==> config.mk <==
export PLATFORM = sky130hd
export DESIGN_NAME = bht_update_queue
export DESIGN_NICKNAME = d
export VERILOG_FILES = /design/src/rtl/bht_update_queue_pkg.sv /design/src/rtl/bht_update_queue_hazard_window.sv /design/src/rtl/bht_update_queue.sv
export SDC_FILE = /design/constraint.sdc
export NUM_CORES = 1
export LEC_CHECK = 0
export ABC_CLOCK_PERIOD_IN_PS = 8100
export BUFFER_PORTS_ARGS = -buffer_cell sky130_fd_sc_hd__buf_2
export CAP_MARGIN = 20
export CORE_UTILIZATION = 60
export DETAILED_ROUTE_END_ITERATION = 12
export PLACE_DENSITY = 0.81
export SYNTH_ARGS = -nofsm -noshare
export SYNTH_HDL_FRONTEND = slang
export SYNTH_SLANG_ARGS = --single-unit
==> constraint.sdc <==
create_clock -name clk_i -period 8.1 [get_ports clk_i]
set_input_delay 0.405 -clock clk_i [delete_from_list [all_inputs] [get_ports clk_i]]
set_output_delay 0.405 -clock clk_i [all_outputs]
set_load 0.05 [all_outputs]
==> src/rtl/bht_update_queue_pkg.sv <==
// Shared types and helpers for the branch-history-table update queue.
// Holds the core configuration record, the update/entry structs and the default hazard gap.
package bht_update_queue_pkg;

  localparam int unsigned BP_VLEN = 32;

  typedef struct packed {
    int unsigned VLEN;
    logic        DebugEn;
  } cva6_cfg_t;

  localparam cva6_cfg_t cva6_cfg_empty = '{VLEN: BP_VLEN, DebugEn: 1'b1};

  typedef struct packed {
    logic               valid;
    logic [BP_VLEN-1:0] pc;
    logic               taken;
  } bht_update_t;

  typedef struct packed {
    logic [BP_VLEN-1:0] pc;
    logic               taken;
  } bp_queue_entry_t;

  localparam int unsigned BHT_HAZARD_GAP_DEFAULT = 2;

  function automatic logic [7:0] sat_inc8(input logic [7:0] v);
    return (v == 8'hFF) ? v : v + 8'd1;
  endfunction

endpackage

==> src/rtl/bht_update_queue_hazard_window.sv <==
// Sliding window of recently issued predictor row indices; flags a head index that
// would read a row whose read-modify-write is still in flight.
module bht_hazard_window #(
  parameter int unsigned INDEX_BITS = 9,
  parameter int unsigned HAZARD_GAP = 2
) (
  input  logic                  clk_i,
  input  logic                  rst_i,
  input  logic                  shift_vld_i,
  input  logic [INDEX_BITS-1:0] shift_idx_i,
  input  logic                  flush_i,
  input  logic [INDEX_BITS-1:0] cmp_idx_i,
  output logic                  hit_o
);

  logic [HAZARD_GAP-1:0]                 vld_q, vld_d;
  logic [HAZARD_GAP-1:0][INDEX_BITS-1:0] idx_q, idx_d;

  always_comb begin
    vld_d    = '0;
    idx_d    = idx_q;
    vld_d[0] = shift_vld_i;
    idx_d[0] = shift_idx_i;
    for (int i = 1; i < HAZARD_GAP; i++) begin
      vld_d[i] = vld_q[i-1];
      idx_d[i] = idx_q[i-1];
    end
    if (flush_i) vld_d = '0;
  end

  always_ff @(posedge clk_i or posedge rst_i) begin
    if (rst_i) vld_q <= '0;
    else       vld_q <= vld_d;
  end

  // Index slots are pure data; only the valid bits need a defined reset value.
  always_ff @(posedge clk_i) begin
    idx_q <= idx_d;
  end

  always_comb begin
    hit_o = 1'b0;
    for (int i = 0; i < HAZARD_GAP; i++) begin
      if (vld_q[i] && (idx_q[i] == cmp_idx_i)) hit_o = 1'b1;
    end
  end

endmodule

==> src/rtl/bht_update_queue.sv <==
// In-order ring buffer decoupling branch resolution from the BHT update port,
// spacing same-row updates so the synchronous-RAM predictor never reads stale state.
module bht_update_queue
  import bht_update_queue_pkg::*;
#(
  parameter cva6_cfg_t   CVA6Cfg      = cva6_cfg_empty,
  parameter type         bht_update_t = bht_update_queue_pkg::bht_update_t,
  parameter int unsigned DEPTH        = 4,
  parameter int unsigned INDEX_LSB    = 1,
  parameter int unsigned INDEX_BITS   = 9,
  parameter int unsigned HAZARD_GAP   = BHT_HAZARD_GAP_DEFAULT
) (
  input  logic                       clk_i,
  input  logic                       rst_i,
  input  logic                       flush_bp_i,
  input  logic                       debug_mode_i,
  input  bht_update_t                resolve_i,
  output logic                       resolve_ready_o,
  output bht_update_t                bht_update_o,
  input  logic                       bht_ready_i,
  output logic [$clog2(DEPTH+1)-1:0] occupancy_o,
  output logic [7:0]                 drop_cnt_o
);

  localparam int unsigned PTR_W = $clog2(DEPTH);
  localparam int unsigned OCC_W = $clog2(DEPTH+1);

  bp_queue_entry_t    mem_q [DEPTH];
  logic [PTR_W-1:0]   rd_ptr_q, rd_ptr_d;
  logic [PTR_W-1:0]   wr_ptr_q, wr_ptr_d;
  logic [OCC_W-1:0]   occ_q, occ_d;
  logic [7:0]         drop_q, drop_d;

  bp_queue_entry_t    head;
  logic [INDEX_BITS-1:0] head_idx;
  logic               debug_stall;
  logic               empty;
  logic               hazard;
  logic               issue_vld;
  logic               pop;
  logic               push_req;
  logic               accept;
  logic               push;
  logic               drop;

  assign debug_stall = CVA6Cfg.DebugEn && debug_mode_i;
  assign empty       = (occ_q == '0);
  assign head        = mem_q[rd_ptr_q];
  assign head_idx    = head.pc[INDEX_LSB +: INDEX_BITS];

  assign issue_vld   = !empty && !hazard && !debug_stall;
  assign pop         = issue_vld && bht_ready_i;

  // A full queue can still take a new entry when the head leaves in the same cycle.
  assign push_req    = resolve_i.valid && !flush_bp_i && !debug_stall;
  assign accept      = (occ_q < OCC_W'(DEPTH)) || pop;
  assign push        = push_req && accept;
  assign drop        = push_req && !accept;

  bht_hazard_window #(
    .INDEX_BITS (INDEX_BITS),
    .HAZARD_GAP (HAZARD_GAP)
  ) i_hazard_window (
    .clk_i       (clk_i),
    .rst_i       (rst_i),
    .shift_vld_i (pop),
    .shift_idx_i (head_idx),
    .flush_i     (flush_bp_i),
    .cmp_idx_i   (head_idx),
    .hit_o       (hazard)
  );

  always_comb begin
    rd_ptr_d = rd_ptr_q;
    wr_ptr_d = wr_ptr_q;
    occ_d    = occ_q;
    drop_d   = drop_q;
    if (push) wr_ptr_d = wr_ptr_q + PTR_W'(1);
    if (pop)  rd_ptr_d = rd_ptr_q + PTR_W'(1);
    if (push && !pop)      occ_d = occ_q + OCC_W'(1);
    else if (pop && !push) occ_d = occ_q - OCC_W'(1);
    if (drop) drop_d = sat_inc8(drop_q);
    // Flush empties the queue; a concurrent pop was still seen by the predictor.
    if (flush_bp_i) begin
      rd_ptr_d = '0;
      wr_ptr_d = '0;
      occ_d    = '0;
    end
  end

  always_ff @(posedge clk_i or posedge rst_i) begin
    if (rst_i) begin
      rd_ptr_q <= '0;
      wr_ptr_q <= '0;
      occ_q    <= '0;
      drop_q   <= '0;
    end else begin
      rd_ptr_q <= rd_ptr_d;
      wr_ptr_q <= wr_ptr_d;
      occ_q    <= occ_d;
      drop_q   <= drop_d;
    end
  end

  always_ff @(posedge clk_i) begin
    if (push) begin
      mem_q[wr_ptr_q].pc    <= resolve_i.pc;
      mem_q[wr_ptr_q].taken <= resolve_i.taken;
    end
  end

  always_comb begin
    bht_update_o = '0;
    if (issue_vld) begin
      bht_update_o.valid = 1'b1;
      bht_update_o.pc    = head.pc;
      bht_update_o.taken = head.taken;
    end
  end

  assign resolve_ready_o = accept;
  assign occupancy_o     = occ_q;
  assign drop_cnt_o      = drop_q;

endmodule

==> impl_metrics.tcl, run 1 <==
set metrics [dict create \
    status "finished, final reports clean" \
    drv_slew 0 \
    hold_viol 0 \
    ys_types 37 \
    fin_tns_setup_ns 0 \
    synthTopCellsByCount "edfxtp_1, and2_1, mux4_2" \
    die-height_microns 106.6 \
    crit_start "rd_ptr_q[0]" \
    ys_seq_elements 167 \
    rrSetupSlack_ns 4.32 \
    synth.area.top_cells "edfxtp_1, mux4_2, dfrtp_1" \
    first_iter_violations 220 \
    drive_gt1_frac 0.3492 \
    dp_hpwl_microns 6785 \
    ioPinCount 85 \
    grt_pass1_vias 3399 \
    synth.yosys.seq_area_share 0.7237 \
    synth-edff-count 132 \
    fin_crit_sh 0.4984 \
    fin_ws_ns 4.063 \
    grt_max_degree 36 \
    diodes 0 \
    cellPowerDensity_mw_per_mm2 264.3 \
    critical_path.max_fanout 35 \
    post-place-cells 565 \
    clk_pin_slew_worst_paths_ns 0.07 \
    tritoncts "done" \
    std_cell_rows 37 \
    synth_compound_area_frac 0.01430 \
    antenna_found_initial 0 \
    die_area_sq_mm 0.01136 \
    cts_setup_buffers 0 \
    fin_nets 494 \
    timing.slew.headroom 0.4086 \
    fin_util 0.7264 \
    post-place-ws_ns 4.249 \
    muxShareOfSynthArea 0.1199 \
    wire_per_inst_microns 18.57 \
    core_sq_mm 0.01046 \
    portBuffers 84 \
    ant_nets 0 \
    cts-root-buf "clkbuf_8" \
    drc 0 \
    drt_first_pass_iters 4 \
    min_from "resolve_i[14]" \
    synthCells 359 \
    wl_microns 11090 \
    p_sw_frac 0.2814 \
    grt_overflow 0 \
    p_sw_mw 0.5654 \
    synth_top_area_frac 0.6040 \
    synth-xor-area-share 0.03603 \
    arrival_ns 3.63 \
    rsz0062_at_grt "false" \
    synthAdderAreaFrac 0.01258 \
    fmax_ghz 0.2477 \
    peakVddDrop_uv 241.1 \
    cts_max_path_buffers 2 \
    grt_pass1_wl_microns 17320 \
    vias 3343 \
    p_leak_nw 2.777 \
    syn_avg_cell_area_sq_um 18.28 \
    critPathRequiredTime_ns 7.70 \
    fill_cells 651 \
    tightest_slew_ns 0.8871 \
    p_clk_frac 0.341 \
    cp-end-kind "primary output" \
    insertion_delay_ns 0.54 \
    async_reset_ff_frac 0.1018 \
    grt.total_usage 0.2141 \
    start_util 0.6272 \
    gp_congestion 0.7375 \
    cts_made_buffers 17 \
    drv_cap 0 \
    combPwrFrac 0.169 \
    yosys.area_share.simple 0.07607 \
    rr_worst_depth 11 \
    fin_crit_ns 4.037 \
    startpoint_type "flip-flop" \
    fin_area_sq_mm 0.007600 \
    syn_nets 404 \
    fin_cells 597 \
    p_int_mw 1.444 \
    clock-sinks 167 \
    area_growth_pct 15.81 \
    finClkSkew_ns 0.006691 \
    hold_depth 1 \
    yosys.cell_count.top_type "edfxtp_1" \
    syn-cell-area_sq_mm 0.006563 \
    cts_max_level 4 \
    via_per_inst 5.600 \
    synth_top_family_by_area "multiplexers" \
    sequentialPowerShare 0.490 \
    hold_path.class "in -> reg" \
    setup_viol 0 \
    ys_warn_count 0 \
    synth_ff_type "edfxtp_1" \
    rr_startpoint "rd_ptr_q[0]" \
    yosysTopAreaCell "edfxtp_1" \
    crit_type "reg -> out" \
    place_area_sq_mm 0.007091 \
    die_width_microns 106.6 \
]
==> what timing repair did <==
action                                 4_1_cts  5_1_grt
hold buffers                                 1        0
resized for setup                            0        0
endpoints found under the hold margin       17        0
==> per-layer routing <==
layer  track usage  vias to the layer above  wire length (microns)
met3       0.07416                       16                    756
met1        0.2740                     1677                   4626
li1              -                     1540                      -
met5             0                        -                      0
met2        0.3364                      110                   5510
met4       0.09100                        0                    195
==> sequential cells by signal, indices dropped and copies added (netlist names) <==
| name | flops |
|---|---|
| mem_q | 132 |
| i_hazard_window.idx_d | 9 |
| i_hazard_window.idx_q | 9 |
| drop_cnt_o | 8 |
| occupancy_o | 3 |
| i_hazard_window.vld_q | 2 |
| rd_ptr_q | 2 |
| wr_ptr_q | 2 |
==> worst paths after layout <==
path,endpoint
max,bht_update_o[16]
min,mem_q[3][14]
max reg2reg,occupancy_o[1]
min reg2reg,i_hazard_window.idx_q[13]
max in group asynchronous,rd_ptr_q[0]
min in group asynchronous,wr_ptr_q[0]
==> cell type report <==
type,count,area [sq um],area share
multi-input cells,169,1707,0.2246
flip-flops and latches,167,4752,0.6253
repair buffers,87,445.4,0.05861
clock buffers,19,421.7,0.05548
inverters,7,26.28,0.003457
well taps,136,170.2,0.02239
clock inverters,12,77.57,0.01021
==> cells by family after synthesis <==
logic type,count (synthesis)
buffers and inverters,23
AO/OA/AOI/OAI,10
AND/OR/NAND/NOR,89
XOR/XNOR,27
adder cells (fa/ha/maj),6
multiplexers,37
flip-flops,167
==> layout by cell type, fill, tap and decap left out, types with 2 or more instances in the layout <==
cell	count
a21oi_1	2
and2_1	35
and3_2	4
buf_2	84
buf_4	2
clkbuf_1	2
clkbuf_16	16
clkinv_1	4
clkinv_2	2
clkinv_4	2
dfrtp_1	15
dfrtp_2	2
dfxtp_1	18
edfxtp_1	132
ha_1	5
inv_1	7
inv_6	4
mux2_2	2
mux4_2	33
nand2_1	9
nand3_1	3
nand4_1	7
nor2_1	15
nor2_2	2
nor2b_1	2
nor3_1	5
nor3_2	4
o31ai_4	2
xnor2_1	20
xor2_1	7
==> worst max-delay path, stage by stage, from the launching register on <==
cell	delay [ns]
dfrtp_2	0.34
buf_4	0.52
mux4_2	0.64
xnor2_1	0.18
nand4_1	0.18
o31ai_4	0.40
nor2_2	0.13
buf_4	0.25
and2_1	0.21
buf_2	0.22
==> stage by stage <==
step           total power, mW  hold slack, ns
2_1_floorplan            1.266          0.3311
3_3_place_gp             1.336          0.3529
3_5_place_dp             1.345          0.3560
4_1_cts                  2.026         0.05389
5_1_grt                  2.080         0.05080
6_report                 2.009         0.08068
==> power by group through the flow <==
| stage | registers, mW | logic (mW) | clock network [mW] |
|---|---|---|---|
| detailed placement | 1.00 | 0.343 | 0 |
| global route | 0.988 | 0.363 | 0.729 |
| CTS | 0.984 | 0.344 | 0.698 |
| floorplan | 1.02 | 0.244 | 0 |
| finish | 0.984 | 0.340 | 0.685 |
| global placement | 1.00 | 0.336 | 0 |
Note: power is estimated with default switching activity, not from simulation.
==> run 2, diff against run 1 <==
--- a/config.mk
+++ b/config.mk
@@ -5,12 +5,12 @@
 export SDC_FILE = /design/constraint.sdc
 export NUM_CORES = 1
 export LEC_CHECK = 0
-export ABC_CLOCK_PERIOD_IN_PS = 8100
+export ABC_CLOCK_PERIOD_IN_PS = 3740
 export BUFFER_PORTS_ARGS = -buffer_cell sky130_fd_sc_hd__buf_2
 export CAP_MARGIN = 20
-export CORE_UTILIZATION = 60
+export CORE_UTILIZATION = 57
 export DETAILED_ROUTE_END_ITERATION = 12
-export PLACE_DENSITY = 0.81
+export PLACE_DENSITY = 0.78
 export SYNTH_ARGS = -nofsm -noshare
 export SYNTH_HDL_FRONTEND = slang
 export SYNTH_SLANG_ARGS = --single-unit
==> constraint.sdc (replaced) <==
create_clock -name clk_i -period 3.74 [get_ports clk_i]
set_input_delay 0.187 -clock clk_i [delete_from_list [all_inputs] [get_ports clk_i]]
set_output_delay 0.187 -clock clk_i [all_outputs]
set_load 0.05 [all_outputs]
==> run 2 against run 1 <==
Net effect:
- clock skew increased by 0.0060 ns
- sequential cell count unchanged
- critical path depth increased by 1
- critical endpoint is now occupancy_o[1]
- largest power group unchanged
==> impl_metrics.tcl, run 2 (synthesis gave the netlist of run 1 again) <==
set metrics [dict create \
    grt_max_degree 34 \
    finClkSkew_ns 0.01273 \
    drc 0 \
    wire_per_inst_microns 18.44 \
    vias 3487 \
    cellPowerDensity_mw_per_mm2 552.1 \
    rsz0062_at_grt "false" \
    min_from "resolve_i[4]" \
    timing.slew.headroom 0.5537 \
    die_area_sq_mm 0.01195 \
    fin_crit_ns 3.476 \
    hold_depth 1 \
    cts_max_path_buffers 2 \
    whs_endpoint "mem_q[0][4]" \
    timing.hold.ws_ns 0.01709 \
    std_cell_rows 38 \
    crit_path_cell_trace "mux4_2 -> xnor2_1 -> nand4_1 -> o31ai_4 -> nor2_2 -> nor4_1 -> fa_1 -> a21oi_1 -> nor2_1 -> a211oi_1" \
    cts_setup_buffers 0 \
    fin_util 0.7315 \
    largest_register_ffs 132 \
    fin_tns_setup_ns 0 \
    rr_startpoint "rd_ptr_q[0]" \
    fin_cells 642 \
    status "finished, final reports clean" \
    antenna_found_initial 0 \
    tightest_slew_ns 0.6687 \
    drt_first_pass_iters 6 \
    ioPinCount 85 \
    drv_slew 0 \
    critical_path.max_fanout 11 \
    globalRouteMet3Util 0.06046 \
    setup_viol 0 \
    drive_gt1_frac 0.3386 \
    grt_pass1_wl_microns 18580 \
    grt_overflow 0 \
    cp_slowest_cell "mux4_2" \
    clock-sinks 167 \
    busiest_layer "met2" \
    cts_max_level 4 \
    area_growth_pct 22.96 \
    tritoncts "done" \
    core_sq_mm 0.01103 \
    diodes 0 \
    fill_cells 688 \
    cts-root-buf "clkbuf_16" \
    gp_congestion 0.7350 \
    post-place-cells 577 \
    cp-end-kind "flip-flop" \
    fin_nets 534 \
    grt.total_usage 0.2207 \
    fmax_ghz 0.2877 \
    critPathRequiredTime_ns 4.06 \
    wl_microns 11840 \
    max_stage_delay_ns 0.62 \
    worst_r2r_endpoint "occupancy_o[1]" \
    top_register "mem_q" \
    ant_nets 0 \
    rrSetupSlack_ns 0.26 \
    insertion_delay_ns 0.42 \
    startpoint_type "flip-flop" \
    die-height_microns 109.3 \
    p_leak_nw 2.962 \
    arrival_ns 3.80 \
    most-common-layout-cells "edfxtp_1, buf_2, and2_1" \
    first_iter_violations 218 \
    via_per_inst 5.431 \
    hold_path.class "in -> reg" \
    rr_worst_depth 10 \
    cts_made_buffers 17 \
    fin_crit_sh 0.9295 \
    portBuffers 84 \
    clk_pin_slew_worst_paths_ns 0.06 \
    start_util 0.5949 \
    peakVddDrop_uv 589.5 \
    drv_cap 0 \
    hold_viol 0 \
    layout_commonest_cell "edfxtp_1" \
    gr-usage-met2 0.3625 \
    use_met1 0.2843 \
    crit_type "reg -> reg" \
    grt_pass1_vias 3620 \
    dp_hpwl_microns 7146 \
    die_width_microns 109.3 \
]
## run 2: routing by layer
layer | routed length [microns] | vias to the layer above
met5 | 0 | -
met4 | 206 | 0
met3 | 554 | 18
met2 | 5915 | 101
met1 | 5163 | 1744
li1 | - | 1624
## run 2: worst max path at each step
stage | from | end | slack [ns] | depth (start not counted)
floorplan | rd_ptr_q[0] | mem_q[0][0] | 0.49 | 9
global placement | rd_ptr_q[0] | occupancy_o[1] | 0.47 | 10
detailed placement | rd_ptr_q[0] | occupancy_o[1] | 0.33 | 10
CTS | rd_ptr_q[0] | bht_update_o[0] | 0.12 | 9
global route | rd_ptr_q[0] | occupancy_o[1] | 0.01 | 10
finish | rd_ptr_q[0] | occupancy_o[1] | 0.26 | 10
## run 2: metrics by stage
step                power (mW)  instance area (sq um)  worst slack (ns)
floorplan                2.741                   6563            0.4875
global placement         2.909                   7206            0.4676
CTS                      4.477                   8050            0.1209
global route             4.617                   8069           0.01255
finish                   4.455                   8069            0.2636
detailed placement       2.927                   7206            0.3266
## run 2: what timing repair did
action                     4_1_cts  5_1_grt
resized for setup                0        2
hold buffers                    32        1
setup endpoints to repair        0       26
hold endpoints to repair       141        1
## run 2: critical path: cells and delay by family, from the launching register on
kind | cells | cell delay, ns
mux | 1 | 0.62
flops | 1 | 0.56
fa+ha+maj | 1 | 0.50
xor+xnor | 1 | 0.20
compound gates | 3 | 0.75
simple gates | 4 | 0.74
## run 2: cell type report
cell class / instances / area, sq um / share of cell area
Multi-Input combinational cell: 169 / 1712 / 0.2121
Tap cell: 140 / 175.2 / 0.02171
Timing Repair Buffer: 127 / 879.6 / 0.1090
Inverter: 7 / 26.28 / 0.003256
Sequential cell: 167 / 4752 / 0.5889
Clock inverter: 7 / 48.80 / 0.006047
Clock buffer: 25 / 475.5 / 0.05892
## run 2: report_power, final
| part | switching, mW | total [mW] | internal, mW |
|---|---|---|---|
| sequential | 0.0613 | 2.14 | 2.08 |
| combinational | 0.508 | 0.781 | 0.273 |
| clock | 0.653 | 1.53 | 0.882 |
| total | 1.22 | 4.45 | 3.23 |
==> run 3, diff against run 2 <==
==> constraint.sdc (replaced) <==
create_clock -name clk_i -period 3.74 [get_ports clk_i]
set_input_delay 0 -clock clk_i [delete_from_list [all_inputs] [get_ports clk_i]]
set_output_delay 0 -clock clk_i [all_outputs]
set_load 0.05 [all_outputs]
==> run 3 against run 2 <==
Net effect:
- hold slack better by 0.068 ns
- setup slack improved by 0.028 ns
- utilization up 0.85 points
- sequential cell count stayed put
- first-iteration DRC count is 16% lower
- fmax is 0.82% higher
- via count rose by 0.52%
- sequential share of layout area decreased by 0.68 points
- combinational power down 1%
- critical endpoint unchanged
- die area did not move
- highest routed layer unchanged
- largest cell class unchanged
==> impl_metrics.tcl, run 3 (synthesis gave the netlist of run 1 again) <==
set metrics [dict create \
    vias 3505 \
    cp-end-kind "flip-flop" \
    tightest_slew_ns 0.6523 \
    post-place-cells 577 \
    cts_setup_buffers 0 \
    ioPinCount 85 \
    ant_nets 0 \
    startpoint_type "flip-flop" \
    tritoncts "done" \
    portBuffers 84 \
    post-place-ws_ns 0.3080 \
    critPathRequiredTime_ns 4.06 \
    fin_nets 538 \
    p_leak_nw 3.029 \
    finClkSkew_ns 0.01375 \
    cts_max_path_buffers 2 \
    grt_max_degree 34 \
    clock-sinks 167 \
    hold_path.class "in -> reg" \
    die_area_sq_mm 0.01195 \
    hold_viol 0 \
    drt_first_pass_iters 4 \
    first_iter_violations 183 \
    clk_pin_slew_worst_paths_ns 0.06 \
    fin_cells 646 \
    cts_resized 0 \
    rsz0062_at_grt "false" \
    gp_congestion 0.7381 \
    grt.total_usage 0.2184 \
    fmax_ghz 0.2900 \
    insertion_delay_ns 0.42 \
    drv_cap 0 \
    die_width_microns 109.3 \
    cp_slowest_cell "mux4_2" \
    grt_pass1_wl_microns 18350 \
    timing.hold.ws_ns 0.08552 \
    fin_ws_ns 0.2918 \
    timing.slew.headroom 0.5647 \
    fin_crit_ns 3.448 \
    start_util 0.5949 \
    setup_viol 0 \
    arrival_ns 3.77 \
    seq_area_sq_mm 0.004752 \
    fin_crit_sh 0.9220 \
    cts_made_buffers 17 \
    most-common-layout-cells "edfxtp_1, buf_2, dlygate4sd3_1" \
    drive_gt1_frac 0.3419 \
    drv_slew 0 \
    grt_overflow 0 \
    antenna_found_initial 0 \
    crit_path_cell_trace "mux4_2 -> xnor2_1 -> nand4_1 -> o31ai_4 -> nor2_2 -> nor4_1 -> fa_1 -> a21oi_1 -> nor2_1 -> a211oi_1" \
    status "finished, final reports clean" \
    multi_input_area_sq_mm 0.001707 \
    max_stage_delay_ns 0.62 \
    place_area_sq_mm 0.007206 \
    die-height_microns 109.3 \
    fin_tns_setup_ns 0 \
    area_growth_pct 24.39 \
    largest_register_ffs 132 \
    layout_commonest_cell "edfxtp_1" \
    critical_path.max_fanout 11 \
    peakVddDrop_uv 559.7 \
    wire_per_inst_microns 18.42 \
    cts_max_level 4 \
    wl_microns 11900 \
    fin_area_sq_mm 0.008163 \
    grt_pass1_vias 3666 \
    cts_hold_buffers 37 \
    diodes 0 \
    dp_hpwl_microns 6991 \
    fin_util 0.7400 \
    cellPowerDensity_mw_per_mm2 567.0 \
    via_per_inst 5.426 \
    cts-root-buf "clkbuf_16" \
    std_cell_rows 38 \
    crit_type "reg -> reg" \
    fill_cells 644 \
    drc 0 \
    core_sq_mm 0.01103 \
    top_register "mem_q" \
    p_total_mw 4.628 \
]
==> run 3: routing by layer <==
| layer | routed length (microns) | GRT usage | part of all wire | vias up |
|---|---|---|---|---|
| met3 | 655 | 0.06580 | 0.055 | 14 |
| met2 | 6051 | 0.3652 | 0.51 | 119 |
| met1 | 5050 | 0.2733 | 0.42 | 1739 |
| met4 | 145 | 0.07619 | 0.012 | 0 |
| li1 | - | - | - | 1633 |
| met5 | 0 | 0 | 0 | - |
==> run 3: path summary, 6_finish.rpt <==
kind                                                start                   endpoint  slack [ns]  depth (start not counted)
max in group asynchronous                           rst_i                rd_ptr_q[0]        3.06                          3
min in group asynchronous                           rst_i              drop_cnt_o[5]        0.22                          3
worst max-delay path                          rd_ptr_q[0]             occupancy_o[1]        0.29                         10
worst max register to register                rd_ptr_q[0]             occupancy_o[1]        0.29                         10
worst min register to register  i_hazard_window.idx_d[16]  i_hazard_window.idx_q[16]        0.36                          0
worst min-delay path                         debug_mode_i             occupancy_o[2]        0.09                          6
==> run 3: power breakdown <==
group | switching, mW | internal [mW] | total (mW)
sequential | 0.0609 | 2.08 | 2.14
combinational | 0.501 | 0.272 | 0.773
clock | 0.670 | 1.05 | 1.72
==> run 3: layout make-up <==
type | instances | area share
Inverter | 7 | 0.003219
Timing Repair Buffer | 131 | 0.1122
Clock buffer | 19 | 0.05303
Sequential cell | 167 | 0.5822
Clock inverter | 13 | 0.01885
Multi-Input combinational cell | 169 | 0.2091
Tap cell | 140 | 0.02146
==> run 3: critical path: cells and delay by family (launching register included) <==
family | cells | cell delay [ns]
AOI/OAI and AO/OA | 3 | 0.72
and+or+nand+nor | 4 | 0.76
adders and majority gates | 1 | 0.49
xor gates and xnor gates | 1 | 0.19
DFF | 1 | 0.57
muxes | 1 | 0.62
